**src/rtl/bubble_sorter_pkg.sv**
```systemverilog
// Shared types and constants for the bubble sorter slice.
// Sample width and FSM state encodings live here so every file agrees on them.
package bubble_sorter_pkg;

  localparam int DATA_W = 3;

  typedef enum logic [1:0] {
    LOAD  = 2'b00,
    SORT  = 2'b01,
    DRAIN = 2'b10
  } state_t;

endpackage

```
**src/rtl/bubble_sorter_comparator.sv**
```systemverilog
// Unsigned magnitude comparator on two DATA_W-bit samples.
// Exactly one of gt, lt, eq is high for any input pair.
module simple_comparator
  import bubble_sorter_pkg::*;
(
  input  logic [DATA_W-1:0] a,
  input  logic [DATA_W-1:0] b,
  output logic              gt,
  output logic              lt,
  output logic              eq
);

  assign gt = (a > b);
  assign lt = (a < b);
  assign eq = (a == b);

endmodule

```
**src/rtl/bubble_sorter.sv**
```systemverilog
// Batch sorter: loads DEPTH samples, bubble-sorts them in place with one
// compare-and-swap per cycle, then streams them out in ascending order.
module bubble_sorter
  import bubble_sorter_pkg::*;
#(
  parameter int DEPTH = 8
) (
  input  logic              clk,
  input  logic              rst,
  input  logic              in_valid,
  input  logic [DATA_W-1:0] in_data,
  output logic              in_ready,
  output logic              out_valid,
  output logic [DATA_W-1:0] out_data,
  input  logic              out_ready,
  output logic              busy
);

  localparam int IDX_W = (DEPTH > 1) ? $clog2(DEPTH) : 1;
  localparam logic [IDX_W-1:0] LAST_IDX = IDX_W'(DEPTH - 1);
  localparam logic [IDX_W-1:0] ONE      = IDX_W'(1);

  logic [DATA_W-1:0] mem [DEPTH];

  state_t           state_reg, state_next;
  logic [IDX_W-1:0] wr_idx_reg, wr_idx_next;
  logic [IDX_W-1:0] rd_idx_reg, rd_idx_next;
  logic [IDX_W-1:0] i_reg, i_next;
  logic [IDX_W-1:0] limit_reg, limit_next;
  logic             swapped_reg, swapped_next;

  logic [IDX_W-1:0]  j_idx;
  logic [DATA_W-1:0] a_val, b_val;
  logic              gt;
  logic              wr_en, swap_en, swapped_now;

  assign j_idx = i_reg + ONE;
  assign a_val = mem[i_reg];
  assign b_val = mem[j_idx];

  simple_comparator u_cmp (
    .a  (a_val),
    .b  (b_val),
    .gt (gt),
    .lt (),
    .eq ()
  );

  // A pass continues if any swap happened so far, including this cycle's.
  assign swapped_now = swapped_reg | gt;

  always_comb begin
    state_next   = state_reg;
    wr_idx_next  = wr_idx_reg;
    rd_idx_next  = rd_idx_reg;
    i_next       = i_reg;
    limit_next   = limit_reg;
    swapped_next = swapped_reg;
    wr_en        = 1'b0;
    swap_en      = 1'b0;
    case (state_reg)
      LOAD: begin
        if (in_valid) begin
          wr_en = 1'b1;
          if (wr_idx_reg == LAST_IDX) begin
            wr_idx_next  = '0;
            i_next       = '0;
            limit_next   = LAST_IDX;
            swapped_next = 1'b0;
            state_next   = SORT;
          end else begin
            wr_idx_next = wr_idx_reg + ONE;
          end
        end
      end
      SORT: begin
        swap_en = gt;
        if (i_reg < (limit_reg - ONE)) begin
          i_next       = i_reg + ONE;
          swapped_next = swapped_now;
        end else if (swapped_now && (limit_reg > ONE)) begin
          limit_next   = limit_reg - ONE;
          i_next       = '0;
          swapped_next = 1'b0;
        end else begin
          rd_idx_next = '0;
          state_next  = DRAIN;
        end
      end
      DRAIN: begin
        if (out_ready) begin
          if (rd_idx_reg == LAST_IDX) begin
            rd_idx_next = '0;
            state_next  = LOAD;
          end else begin
            rd_idx_next = rd_idx_reg + ONE;
          end
        end
      end
      default: state_next = LOAD;
    endcase
  end

  always_ff @(posedge clk) begin
    if (rst) begin
      state_reg   <= LOAD;
      wr_idx_reg  <= '0;
      rd_idx_reg  <= '0;
      i_reg       <= '0;
      limit_reg   <= '0;
      swapped_reg <= 1'b0;
    end else begin
      state_reg   <= state_next;
      wr_idx_reg  <= wr_idx_next;
      rd_idx_reg  <= rd_idx_next;
      i_reg       <= i_next;
      limit_reg   <= limit_next;
      swapped_reg <= swapped_next;
    end
  end

  // Sample storage carries no reset; loads and swaps never overlap.
  always_ff @(posedge clk) begin
    if (wr_en) begin
      mem[wr_idx_reg] <= in_data;
    end else if (swap_en) begin
      mem[i_reg] <= b_val;
      mem[j_idx] <= a_val;
    end
  end

  assign in_ready  = (state_reg == LOAD);
  assign busy      = (state_reg == SORT);
  assign out_valid = (state_reg == DRAIN);
  assign out_data  = (state_reg == DRAIN) ? mem[rd_idx_reg] : '0;

endmodule

```
**config.mk**
```make
export PLATFORM = sky130hd
export DESIGN_NAME = bubble_sorter
export DESIGN_NICKNAME = d
export VERILOG_FILES = /design/src/rtl/bubble_sorter_pkg.sv /design/src/rtl/bubble_sorter_comparator.sv /design/src/rtl/bubble_sorter.sv
export SDC_FILE = /design/constraint.sdc
export NUM_CORES = 1
export LEC_CHECK = 0
export ABC_AREA = 1
export BUFFER_PORTS_ARGS = -buffer_cell sky130_fd_sc_hd__buf_2
export CAP_MARGIN = 20
export CELL_PAD_IN_SITES_DETAIL_PLACEMENT = 0
export CELL_PAD_IN_SITES_GLOBAL_PLACEMENT = 1
export CORE_MARGIN = 4
export CORE_UTILIZATION = 42
export CTS_BUF_LIST = sky130_fd_sc_hd__clkbuf_4 sky130_fd_sc_hd__clkbuf_8
export DETAILED_ROUTE_END_ITERATION = 6
export HOLD_SLACK_MARGIN = 0.02
export PLACE_DENSITY_LB_ADDON = 0.1
export SYNTH_ARGS = -nofsm -noshare
export SYNTH_HDL_FRONTEND = slang
export SYNTH_SLANG_ARGS = --single-unit
```
**constraint.sdc**
```tcl
create_clock -name clk -period 2.6 [get_ports clk]
set_input_delay 0.52 -clock clk [delete_from_list [all_inputs] [get_ports clk]]
set_output_delay 0.52 -clock clk [all_outputs]
set_load 0.02 [all_outputs]
```
* Word-level counts from Yosys, hierarchy flattened
Memory sizes are Yosys's and may differ from the RTL's. A register that Yosys moved wholly into a read port is not among the register bits.
Index checks and enable logic that the tools add are counted.
W data, S select, Z words.
** Storage, ports and cells
- Register bits after elaboration :: 15
- RAM bits :: 24
- Input port bits :: 7
- Output and inout bits :: 6
- Logic and storage cells :: 81
- Memories kept :: 1
** Memory list
- mem :: depth 8, bits a word 3, rd ports 3, clocked after Yosys merged registers in 2, write ports 2, line bubble_sorter.sv:23 : logic [DATA_W-1:0] mem [DEPTH];
** Cells by class
- Add/subtract/negate cells :: 4
- Magnitude comparators :: 3
- Equality and inequality tests :: 12
- Muxes and demuxes :: 44
- Bitwise logic cells :: 1
- Reductions and logical operators :: 10
** Operator list (count)
- $mux W3 :: 20
- $pmux W3 S2 :: 3
- $mux W1 :: 13
- $mux W2 :: 6
- $add A3 B1 Y3 const B :: 3
- $ne A2 B1 Y1 const B :: 4
- $reduce_and A4 Y1 :: 2
- $eq A3 B3 Y1 const B :: 2
- $ne A2 B2 Y1 const B :: 3
- $pmux W2 S3 :: 1
- $reduce_and A6 Y1 :: 1
- $reduce_and A5 Y1 :: 1
- $reduce_bool A2 Y1 :: 2
- $gt A3 B1 Y1 const B :: 1
- $gt A3 B3 Y1 :: 1
- $lt A3 B3 Y1 :: 1
- $ne A3 B1 Y1 const B :: 1
- $reduce_or A3 Y1 :: 1
- $sub A3 B1 Y3 const B :: 1
- $eq A2 B1 Y1 const B :: 1
- $eq A2 B2 Y1 const B :: 1
- $logic_not A2 Y1 :: 1
- $pmux W1 S2 :: 1
- $reduce_and A2 Y1 :: 1
- other kinds (2) :: 2

* Longest topological paths before layout
Gate-level depths: netlist (run 1).
An unclocked memory read counts as a cell.
- Depth in word-level cells :: 10
- Mapped depth :: 21
- Gate-level depth less buffers :: 21

* By module
From an unflattened synthesis (run 1), not the netlist that was laid out.
** Unflattened totals
- Cell total of the unflattened synthesis :: 464
- Area, all modules :: 3195.6 sq um
** By module, submodules not included
- bubble_sorter :: instances 1, cells each 449, area each 3100.5 sq um, seq. area each 1141.1 sq um
- simple_comparator :: instances 1, cells each 15, area each 95.1 sq um, seq. area each 0.0 sq um

* Least setup slack after synthesis (run 1)
No wires, ideal clock.
- Path kind :: reg2reg
- Start point :: register i_reg[0]
- End point :: memory mem[2][0], enable pin
- Library setup time :: 302 ps
- Data arrival time :: 2304 ps
- Data required time :: 2298 ps
- Setup slack :: -6 ps
- Stages on the path, launching flop included :: 16
- Path buffers :: 0
- Clock period less this slack :: 2606 ps
- Cells stage by stage :: dfxtp_1 -> ha_1 -> inv_1 -> nand2_1 -> inv_1 -> nand2_1 -> and3_1 -> ha_1 -> nand3_1 -> nand2_2 -> nand3_4 -> o21ai_2 -> inv_2 -> nor2_1 -> nand2_1 -> nand2_1
** RTL lines
- from (decl) :: line bubble_sorter.sv:28 : logic [IDX_W-1:0] i_reg, i_next;
- from (signal assigned) :: line bubble_sorter.sv:116 : i_reg <= i_next;
- to (decl) :: line bubble_sorter.sv:23

==> results of run 1 <==
worst reg2reg max path, stage by stage (launching register included):
cell and delay (ns):
dfxtp_4 0.37, ha_4 0.17, inv_4 0.06, nand2_4 0.05, nand2_4 0.09, nor2_4 0.05, a21oi_2 0.18, and3_4 0.21
ha_4 0.22, buf_4 0.14, nand3_4 0.08, nand3_4 0.13, o21ai_4 0.20, inv_2 0.09, nor2_4 0.11, nand2_1 0.08
nand2_2 0.11
through the flow:
stage	TNS [ns]	worst slack (ns)	total power (µW)	hold slack (ns)	utilization
detailed placement	-7.69	-0.216	934	0.460	0.477
CTS	-0.129	-0.0233	1420	0.472	0.536
finish	-0.337	-0.0308	1420	0.469	0.546
global placement	-8.04	-0.215	932	0.452	0.477
floorplan	0	0.0119	888	0.441	-
global route	-5.95	-0.173	1480	0.515	0.546
layout by cell type, fill, tap and decap left out, types with 6 or more instances in the layout:
master,synthesis,final
nand3_1,32,31
a21oi_1,34,32
clkbuf_8,0,6
dfxtp_1,21,17
o21ai_0,43,42
edfxtp_1,24,24
inv_1,39,34
inv_2,5,14
nand2_4,0,7
nand2_1,138,109
buf_4,0,40
nor2_4,4,8
buf_2,3,12
ha_1,12,8
nand2_2,6,28
nor2_1,31,25
routing by layer:
layer  vias to the layer above  share of wire  track usage  routed length, µm
met5                         -              0            0                  0
met4                         0          0.011       0.0590                 94
met3                         8          0.047       0.0337                399
met2                        70           0.46        0.326               3950
met1                      1389           0.48        0.290               4130
li1                       1560              -            -                  -
cells by family after synthesis:
logic type / after synthesis / synth area share
AO/OA/AOI/OAI: 89 / 0.154
AND/OR/NAND/NOR: 230 / 0.332
flip-flops: 45 / 0.368
buffers and inverters: 66 / 0.0965
adder cells (fa/ha/maj): 12 / 0.0485
power by group:
group          leakage [µW]  internal (µW)  switching [µW]
sequential         0.000390            760            11.0
combinational       0.00125           79.4             116
clock             0.0000512            216             240
layout make-up:
type,count,share of cell area
clock inverter,2,0.00349
sequential,45,0.292
inverter,53,0.0518
tap,99,0.0314
clock buffer,6,0.0210
multi-input combinational,332,0.494
timing repair buffer,56,0.106
final timing paths:
check,startpoint,end,slack (ns),cells past startpoint
setup / recovery,i_reg[0],mem[3][1],-0.03,16
hold reg to reg,swapped_reg,swapped_reg,0.47,2
setup reg to reg,i_reg[0],mem[3][1],-0.03,16
hold / removal,swapped_reg,swapped_reg,0.47,2
what timing repair did:
item	in CTS	in global routing
cloned	1	0
hold buffers	0	0
setup buffers	10	2
resized for setup	66	22
pin swaps	22	11
setup endpoints to repair	48	65
==> results.yml, run 1 <==
status:
  status: "finished, violations left"
  violations: "negative setup slack"
timing:
  fin_ws_ns: -0.0308
  fmax_ghz: 0.380
  tightest_slew_ns: 0.490
  timing.final.crit_share: 1.01
  grt_setup_unrepaired: "true"
  maxSlewViolCount: 0
  worst_clock_skew_ns: 0.0107
  hold_viol_final: 0
  period_needed_ns: 2.63
  setup_viol_count_final: 21
  relSlewSlack: 0.673
floorplanning:
  num_io_pins: 13
  core_area_um2: 7210
  rows: 31
  start_util: 0.429
  die_x_um: 93.9
  dieArea_um2: 8810
  fp.dieH_um: 93.9
grt:
  grt_pass1_wl_um: 13900
  grt_max_degree: 24
  overflow: 0
  grt_antenna_before_repair: 0
  track_usage: 0.206
  grt_pass1_vias: 2789
setup_path:
  critPathTopFamily: "simple AND/OR/NAND/NOR gates"
  start_kind: "flop"
  max_stage_delay_ns: 0.37
  endpoint_kind: "flop"
  worstPathCellList: "ha_4, inv_4, nand2_4, nand2_4, nor2_4, a21oi_2, and3_4, ha_4, buf_4, nand3_4, nand3_4, o21ai_4, inv_2, nor2_4, nand2_1, nand2_2"
  path_class: "reg2reg"
  required_ns: 2.62
  path_max_fanout: 4
  crit_slowest_cell: "dfxtp_4"
  arrival_ns: 2.65
  cp_num_buf_inv: 3
detailed_routing:
  drt-pass1-iter-count: 5
  drt_iter0_drc: 131
  ant_nets: 0
  wl_per_cell_um: 14.5
  finalWirelength_um: 8570
  avgViaCountPerCell: 5.10
  remaining_drc_errors: 0
  num_vias: 3027
layout:
  fillers: 706
  fin_cells: 593
  fin_area_um2: 3940
  multi_input_comb_area_um2: 1950
  antennaDiodeCount: 0
  final-seq-area_um2: 1150
  areaGrowthSynthToFinish_pct: 27.1
  layout-drive-gt1-share: 0.318
  nets: 512
place:
  gp_congestion: 0.877
  dp_cells: 572
  port_buffers: 12
  detailed_place_hpwl_um: 6650
  dpl_cell_area_um2: 3440
power_and_ir_drop:
  leakage_uw: 0.00169
  power-per-cell-area_nw_per_um2: 361
  vdd.ir_drop.worst_uv: 225
yosys:
  synthTopCellsByArea: "edfxtp_1 23%, nand2_1 17%, dfxtp_1 14%"
  synth_flop_cell: "edfxtp_1"
  yosys.area.top_type_share: 0.233
  syn_inst: 442
  synth-seq-cells: 45
  syn-num-nets: 461
  ys_top_cells_by_count: "138 x nand2_1, 43 x o21ai_0, 39 x inv_1"
  yosysSeqAreaShare: 0.368
  syn_avg_cell_area_um2: 7.01
  synth_largest_area_cell: "edfxtp_1"
  yosys_warnings: 0
  synth_edf_count: 24
  synth_most_common_cell: "nand2_1"
  synthArstFlopShare: 0
  synthDistinctLibCells: 32
  syn_area_um2: 3100
clock_tree:
  cts_made_buffers: 5
  cts_buffer_depth: 2
  clock-sinks: 45
  cts_root_buf: "clkbuf_8"
  cts_tree: "built"
  cts.reportedPaths.clkPinSlew_ns: 0.09
  clk_latency_ns: 0.30
  cts_max_level: 2
min_path:
  hold_class: "reg2reg"
run:
  maxCapViolations: 0
Power figures use the tool's default switching activity.
==> run 2, diff against run 1 <==
Settings changed: SLEW_MARGIN set to 10, SYNTH_HIERARCHICAL set to 1.
==> run 2 against run 1 <==
Against the previous run:
- critical endpoint is now mem[2][2]
- setup slack worse by 0.17 ns
- synthesized cell count is 5.0% higher
- fmax is 6.0% lower
- first-iteration DRC count is 31% higher
- final cell count is 9.6% higher
- the flow still finishes with violations (negative setup slack)
- routed wire length is 17% higher
- largest cell class unchanged
- global-route usage is 2.1 points higher
- power is 15% higher
- hold slack hardly changed
- design area is 21% higher
- non-clock buffer count is 37 higher
==> results.yml, run 2 <==
detailed_routing:
  wl_per_cell_um: 15.4
  drt_iter0_drc: 171
  finalWirelength_um: 10000
  drt-pass1-iter-count: 5
  num_vias: 3335
  ant_nets: 0
  remaining_drc_errors: 0
  avgViaCountPerCell: 5.13
clock_tree:
  cts_buffer_depth: 2
  cts_tree: "built"
  clk_latency_ns: 0.31
  cts_max_level: 2
  cts_root_buf: "clkbuf_8"
  cts.reportedPaths.clkPinSlew_ns: 0.10
  cts_made_buffers: 5
  clock-sinks: 45
run:
  maxCapViolations: 0
power_and_ir_drop:
  power_frac_comb: 0.175
  leakage_uw: 0.00206
  intPower_uw: 1180
  p_total_uw: 1630
  switchingPower_uw: 456
  vdd.ir_drop.worst_uv: 228
  power_frac_clock: 0.347
  power-per-cell-area_nw_per_um2: 343
  seqPwrFrac: 0.478
  p_sw_frac: 0.279
grt:
  grt_max_degree: 25
  track_usage: 0.227
  grt_pass1_wl_um: 15800
  grt_pass1_vias: 3216
  grt_antenna_before_repair: 0
  overflow: 0
setup_path:
  cp-startpoint: "i_reg[0]"
  required_ns: 2.62
  path_class: "reg2reg"
  worst-path-stages: 19
  path_max_fanout: 5
  max_stage_delay_ns: 0.38
  worstReg2RegEnd: "mem[2][2]"
  endpoint_kind: "flop"
  crit_slowest_cell: "dfxtp_4"
  start_kind: "flop"
  crit_path_end: "mem[2][2]"
  arrival_ns: 2.82
  cp_num_buf_inv: 4
  ff2ff_path_depth: 19
  reg2reg_slack_ns: -0.20
  crit-reg2reg-launch: "i_reg[0]"
  worstPathCellList: "ha_4, or2_4, nand2_8, nand2_4, nand2_2, inv_2, ha_4, nand2_4, nor2_4, nor2_2, nor2_2, inv_2, nor2_4, inv_4, nand2_2, o21ai_4, inv_2, nand2_4, o21ai_4"
  critPathTopFamily: "simple AND/OR/NAND/NOR gates"
status:
  violations: "negative setup slack"
  status: "finished, violations left"
yosys:
  synthDistinctLibCells: 31
  synthArstFlopShare: 0
  syn_area_um2: 3200
  synth_flop_cell: "edfxtp_1"
  synth_most_common_cell: "nand2_1"
  syn-num-nets: 483
  synth_edf_count: 24
  syn_avg_cell_area_um2: 6.89
  synthTopCellsByArea: "edfxtp_1 23%, nand2_1 17%, dfxtp_1 13%"
  synth_largest_area_cell: "edfxtp_1"
  yosys_warnings: 6
  syn_inst: 464
  synth-seq-cells: 45
  ys_top_cells_by_count: "148 x nand2_1, 58 x nand3_1, 41 x inv_1"
  yosys.area.top_type_share: 0.226
  yosysSeqAreaShare: 0.357
place:
  gp_congestion: 0.914
  port_buffers: 12
  detailed_place_hpwl_um: 7270
  dp_slack_ns: -0.233
timing:
  tightest_slew_ns: 0.638
  whs_ns: 0.469
  period_needed_ns: 2.80
  grt_setup_unrepaired: "true"
  relSlewSlack: 0.574
  timing.final.crit_share: 1.08
  fmax_ghz: 0.357
  worst_clock_skew_ns: 0.0132
  fin_ws_ns: -0.198
  setup-tns-final_ns: -7.57
  maxSlewViolCount: 0
  setup_viol_count_final: 57
  hold_viol_final: 0
layout:
  layout-drive-gt1-share: 0.446
  antennaDiodeCount: 0
  layout_commonest_cell: "nand2_1"
  nets: 569
  mostFrequentLayoutCells: "112 x nand2_1, 70 x buf_4, 33 x inv_1"
  areaGrowthSynthToFinish_pct: 48.9
min_path:
  hold_class: "reg2reg"
floorplanning:
  die_x_um: 95.2
  num_io_pins: 13
  rows: 31
  core_area_um2: 7330
  start_util: 0.436
  dieArea_um2: 9070
  fp.dieH_um: 95.2
-- run 2: changes by cell type after synthesis, moves of 10 or more --
cell / previous run / this run
o21ai_0: 43 / 21
nor2_2: 3 / 13
nand3_1: 32 / 58
nand2_1: 138 / 148
-- run 2: worst min-delay path by stage --
stage / startpoint / end / slack (ns) / cells past startpoint
2_1_floorplan: swapped_reg / swapped_reg / 0.44 / 2
3_3_place_gp: swapped_reg / swapped_reg / 0.45 / 2
3_5_place_dp: swapped_reg / swapped_reg / 0.46 / 2
4_1_cts: swapped_reg / swapped_reg / 0.47 / 2
5_1_grt: swapped_reg / swapped_reg / 0.49 / 2
6_report: swapped_reg / swapped_reg / 0.47 / 2
-- run 2: stage by stage --
step / utilization / cells / instance area (µm²)
2_1_floorplan: - / 464 / 3290
3_3_place_gp: 0.538 / 631 / 3940
3_5_place_dp: 0.538 / 631 / 3940
4_1_cts: 0.585 / 642 / 4290
5_1_grt: 0.649 / 650 / 4760
6_report: 0.649 / 650 / 4760
-- run 2: logic make-up (layout without fill, tap and decap cells) --
group                    count (synthesis)  after routing  share of synthesized area
flip-flops                              45             45                      0.357
adder cells (fa/ha/maj)                 12             12                     0.0470
XOR/XNOR                                 1              1                    0.00274
buffers and inverters                   66            153                     0.0850
AO/OA/AOI/OAI                           69             69                      0.119
AND/OR/NAND/NOR                        271            271                      0.389
-- run 2: layout make-up --
class | instances | area [µm²]
Timing Repair Buffer | 93 | 739
Multi-Input combinational cell | 353 | 2400
Sequential cell | 45 | 1150
Clock inverter | 3 | 48.8
Fill cell | 632 | 2570
Tap cell | 99 | 124
Inverter | 52 | 225
Clock buffer | 5 | 68.8
-- run 2: repair_timing --
action                                  4_1_cts  5_1_grt
pin swaps                                    15       35
buffers inserted                              3        8
gates resized for setup                      44      106
hold buffers                                  0        0
endpoints found under the setup margin       56       65
-- run 2: power groups by stage --
stage / registers (µW) / logic, µW / clock network [µW]
after floorplan: 791 / 132 / 0
after global placement: 799 / 203 / 0
after detailed placement: 798 / 206 / 0
after CTS: 781 / 233 / 567
after global routing: 783 / 311 / 602
final: 781 / 285 / 567
-- run 2: metal layers --
metal | part of all wire | wire [µm] | up-vias | GRT usage
li1 | - | - | 1696 | -
met1 | 0.46 | 4570 | 1532 | 0.311
met2 | 0.48 | 4800 | 93 | 0.367
met3 | 0.049 | 493 | 14 | 0.0371
met4 | 0.015 | 155 | 0 | 0.0637
met5 | 0 | 0 | - | 0
-- run 2: tightest hold or removal path: stages (launching register included) --
cell	delay, ns
dfxtp_1	0.32
nand2_1	0.06
a21oi_1	0.05
==> run 3, diff against run 2 <==
Settings changed: RECOVER_POWER set to 50.
==> run 3 against run 2 <==
Against the previous run:
- the run still ends with negative setup slack left
- setup slack about the same
- routed wire length about the same
- design area is essentially flat
- fmax hardly changed
- non-clock buffer count stayed put
- flip-flop and latch count unchanged
- final cell count unchanged
- global-route usage unchanged
- core utilization shrank 0.051 points
- combinational power hardly changed
- clock power barely moved
- die area is the same
==> results.yml, run 3 (synthesized netlist as in run 2, its figures left out) <==
setup_path:
  arrival_ns: 2.82
  max_stage_delay_ns: 0.38
  worstPathCellList: "ha_4, or2_4, nand2_8, nand2_4, nand2_2, inv_2, ha_4, nand2_4, nor2_4, nor2_2, nor2_2, inv_2, nor2_4, inv_4, nand2_2, o21ai_4, inv_2, nand2_4, o21ai_4"
  critPathTopFamily: "simple AND/OR/NAND/NOR gates"
  required_ns: 2.62
  endpoint_kind: "flop"
  cp_num_buf_inv: 4
  path_class: "reg2reg"
  start_kind: "flop"
  path_max_fanout: 5
  crit_slowest_cell: "dfxtp_4"
grt:
  met1_usage: 0.311
  grt_max_degree: 25
  track_usage: 0.227
  top_usage_layer: "met2"
  grt_antenna_before_repair: 0
  grt_util_met2: 0.367
  grt_pass1_vias: 3216
  overflow: 0
  grtUsageMet3: 0.0371
  grt_pass1_wl_um: 15800
layout:
  nets: 569
  antennaDiodeCount: 0
  fin_cells: 650
  layout-drive-gt1-share: 0.443
  areaGrowthSynthToFinish_pct: 48.7
  layout_commonest_cell: "nand2_1"
  fillers: 634
  final-seq-area_um2: 1150
  multi_input_comb_area_um2: 2400
  mostFrequentLayoutCells: "112 x nand2_1, 70 x buf_4, 33 x inv_1"
timing:
  fmax_ghz: 0.357
  timing.final.crit_share: 1.08
  period_needed_ns: 2.80
  tightest_slew_ns: 0.726
  grt_setup_unrepaired: "true"
  worst_clock_skew_ns: 0.0136
  whs_ns: 0.469
  setup_viol_count_final: 57
  setup-tns-final_ns: -7.57
  relSlewSlack: 0.514
  maxSlewViolCount: 0
  fin_ws_ns: -0.197
  hold_viol_final: 0
clock_tree:
  holdBufCountCts: 0
  cts.reportedPaths.clkPinSlew_ns: 0.10
  clk_latency_ns: 0.31
  cts_max_level: 2
  clock-sinks: 45
  cts_buffer_depth: 2
  cts_tree: "built"
  cts_made_buffers: 5
  cts_root_buf: "clkbuf_8"
place:
  dp_cells: 631
  gp_congestion: 0.914
  detailed_place_hpwl_um: 7270
  port_buffers: 12
power_and_ir_drop:
  seqPwrFrac: 0.478
  intPower_uw: 1180
  p_total_uw: 1630
  power_frac_comb: 0.174
  power-per-cell-area_nw_per_um2: 344
  switchingPower_uw: 456
  vdd.ir_drop.worst_uv: 228
  power_frac_clock: 0.348
  leakage_uw: 0.00206
  p_sw_frac: 0.279
detailed_routing:
  wl_per_cell_um: 15.4
  remaining_drc_errors: 0
  avgViaCountPerCell: 5.12
  drt_iter0_drc: 172
  finalWirelength_um: 10000
  ant_nets: 0
  drt-pass1-iter-count: 5
  num_vias: 3331
floorplanning:
  start_util: 0.436
  num_io_pins: 13
  core_area_um2: 7330
  dieArea_um2: 9070
  fp.dieH_um: 95.2
  die_x_um: 95.2
  rows: 31
status:
  violations: "negative setup slack"
  status: "finished, violations left"
run:
  maxCapViolations: 0
min_path:
  hold_class: "reg2reg"
## run 3: changes by cell type in the layout (fill, tap and decap cells not counted)
cell and change:
nor2_2 -1, buf_2 -1, clkbuf_1 +1, nor2_1 +1
## run 3: worst paths after layout
check	endpoint	cells after the start	startpoint	slack [ns]
min	swapped_reg	2	swapped_reg	0.47
min reg2reg	swapped_reg	2	swapped_reg	0.47
max reg2reg	mem[2][2]	19	i_reg[0]	-0.20
max	mem[2][2]	19	i_reg[0]	-0.20
## run 3: final cells by class
type,count,area share
Clock buffer,5,0.0145
Clock inverter,3,0.0103
Inverter,52,0.0474
Multi-Input combinational cell,353,0.504
Sequential cell,45,0.242
Tap cell,99,0.0261
Timing Repair Buffer,93,0.155
## run 3: metal layers
layer | routed length [µm] | share of wire | up-vias
met5 | 0 | 0 | -
met2 | 4800 | 0.48 | 87
met1 | 4570 | 0.46 | 1532
met3 | 486 | 0.049 | 14
li1 | - | - | 1698
met4 | 155 | 0.015 | 0
## run 3: tightest hold or removal path: stages, from the launching register on
cell and delay [ns]:
dfxtp_1 0.32, nand2_1 0.06, a21oi_1 0.05
## run 3: metrics by stage
step	utilization	worst slack, ns	area, µm²
finish	0.648	-0.197	4750
global route	0.648	-0.287	4750
CTS	0.585	-0.184	4290
detailed placement	0.538	-0.233	3940
global placement	0.538	-0.236	3940
floorplan	-	-0.0800	3290
## run 3: power by group through the flow
stage | Clock (µW) | Combinational (µW) | Sequential, µW
floorplan | 0 | 132 | 791
global placement | 0 | 203 | 799
detailed placement | 0 | 206 | 798
CTS | 567 | 233 | 781
global route | 602 | 311 | 783
finish | 568 | 285 | 781
## run 3: what timing repair did
action	4_1_cts	5_1_grt
gates resized for setup	44	106
setup endpoints to repair	56	65
setup buffers	3	8
pin swaps	15	35
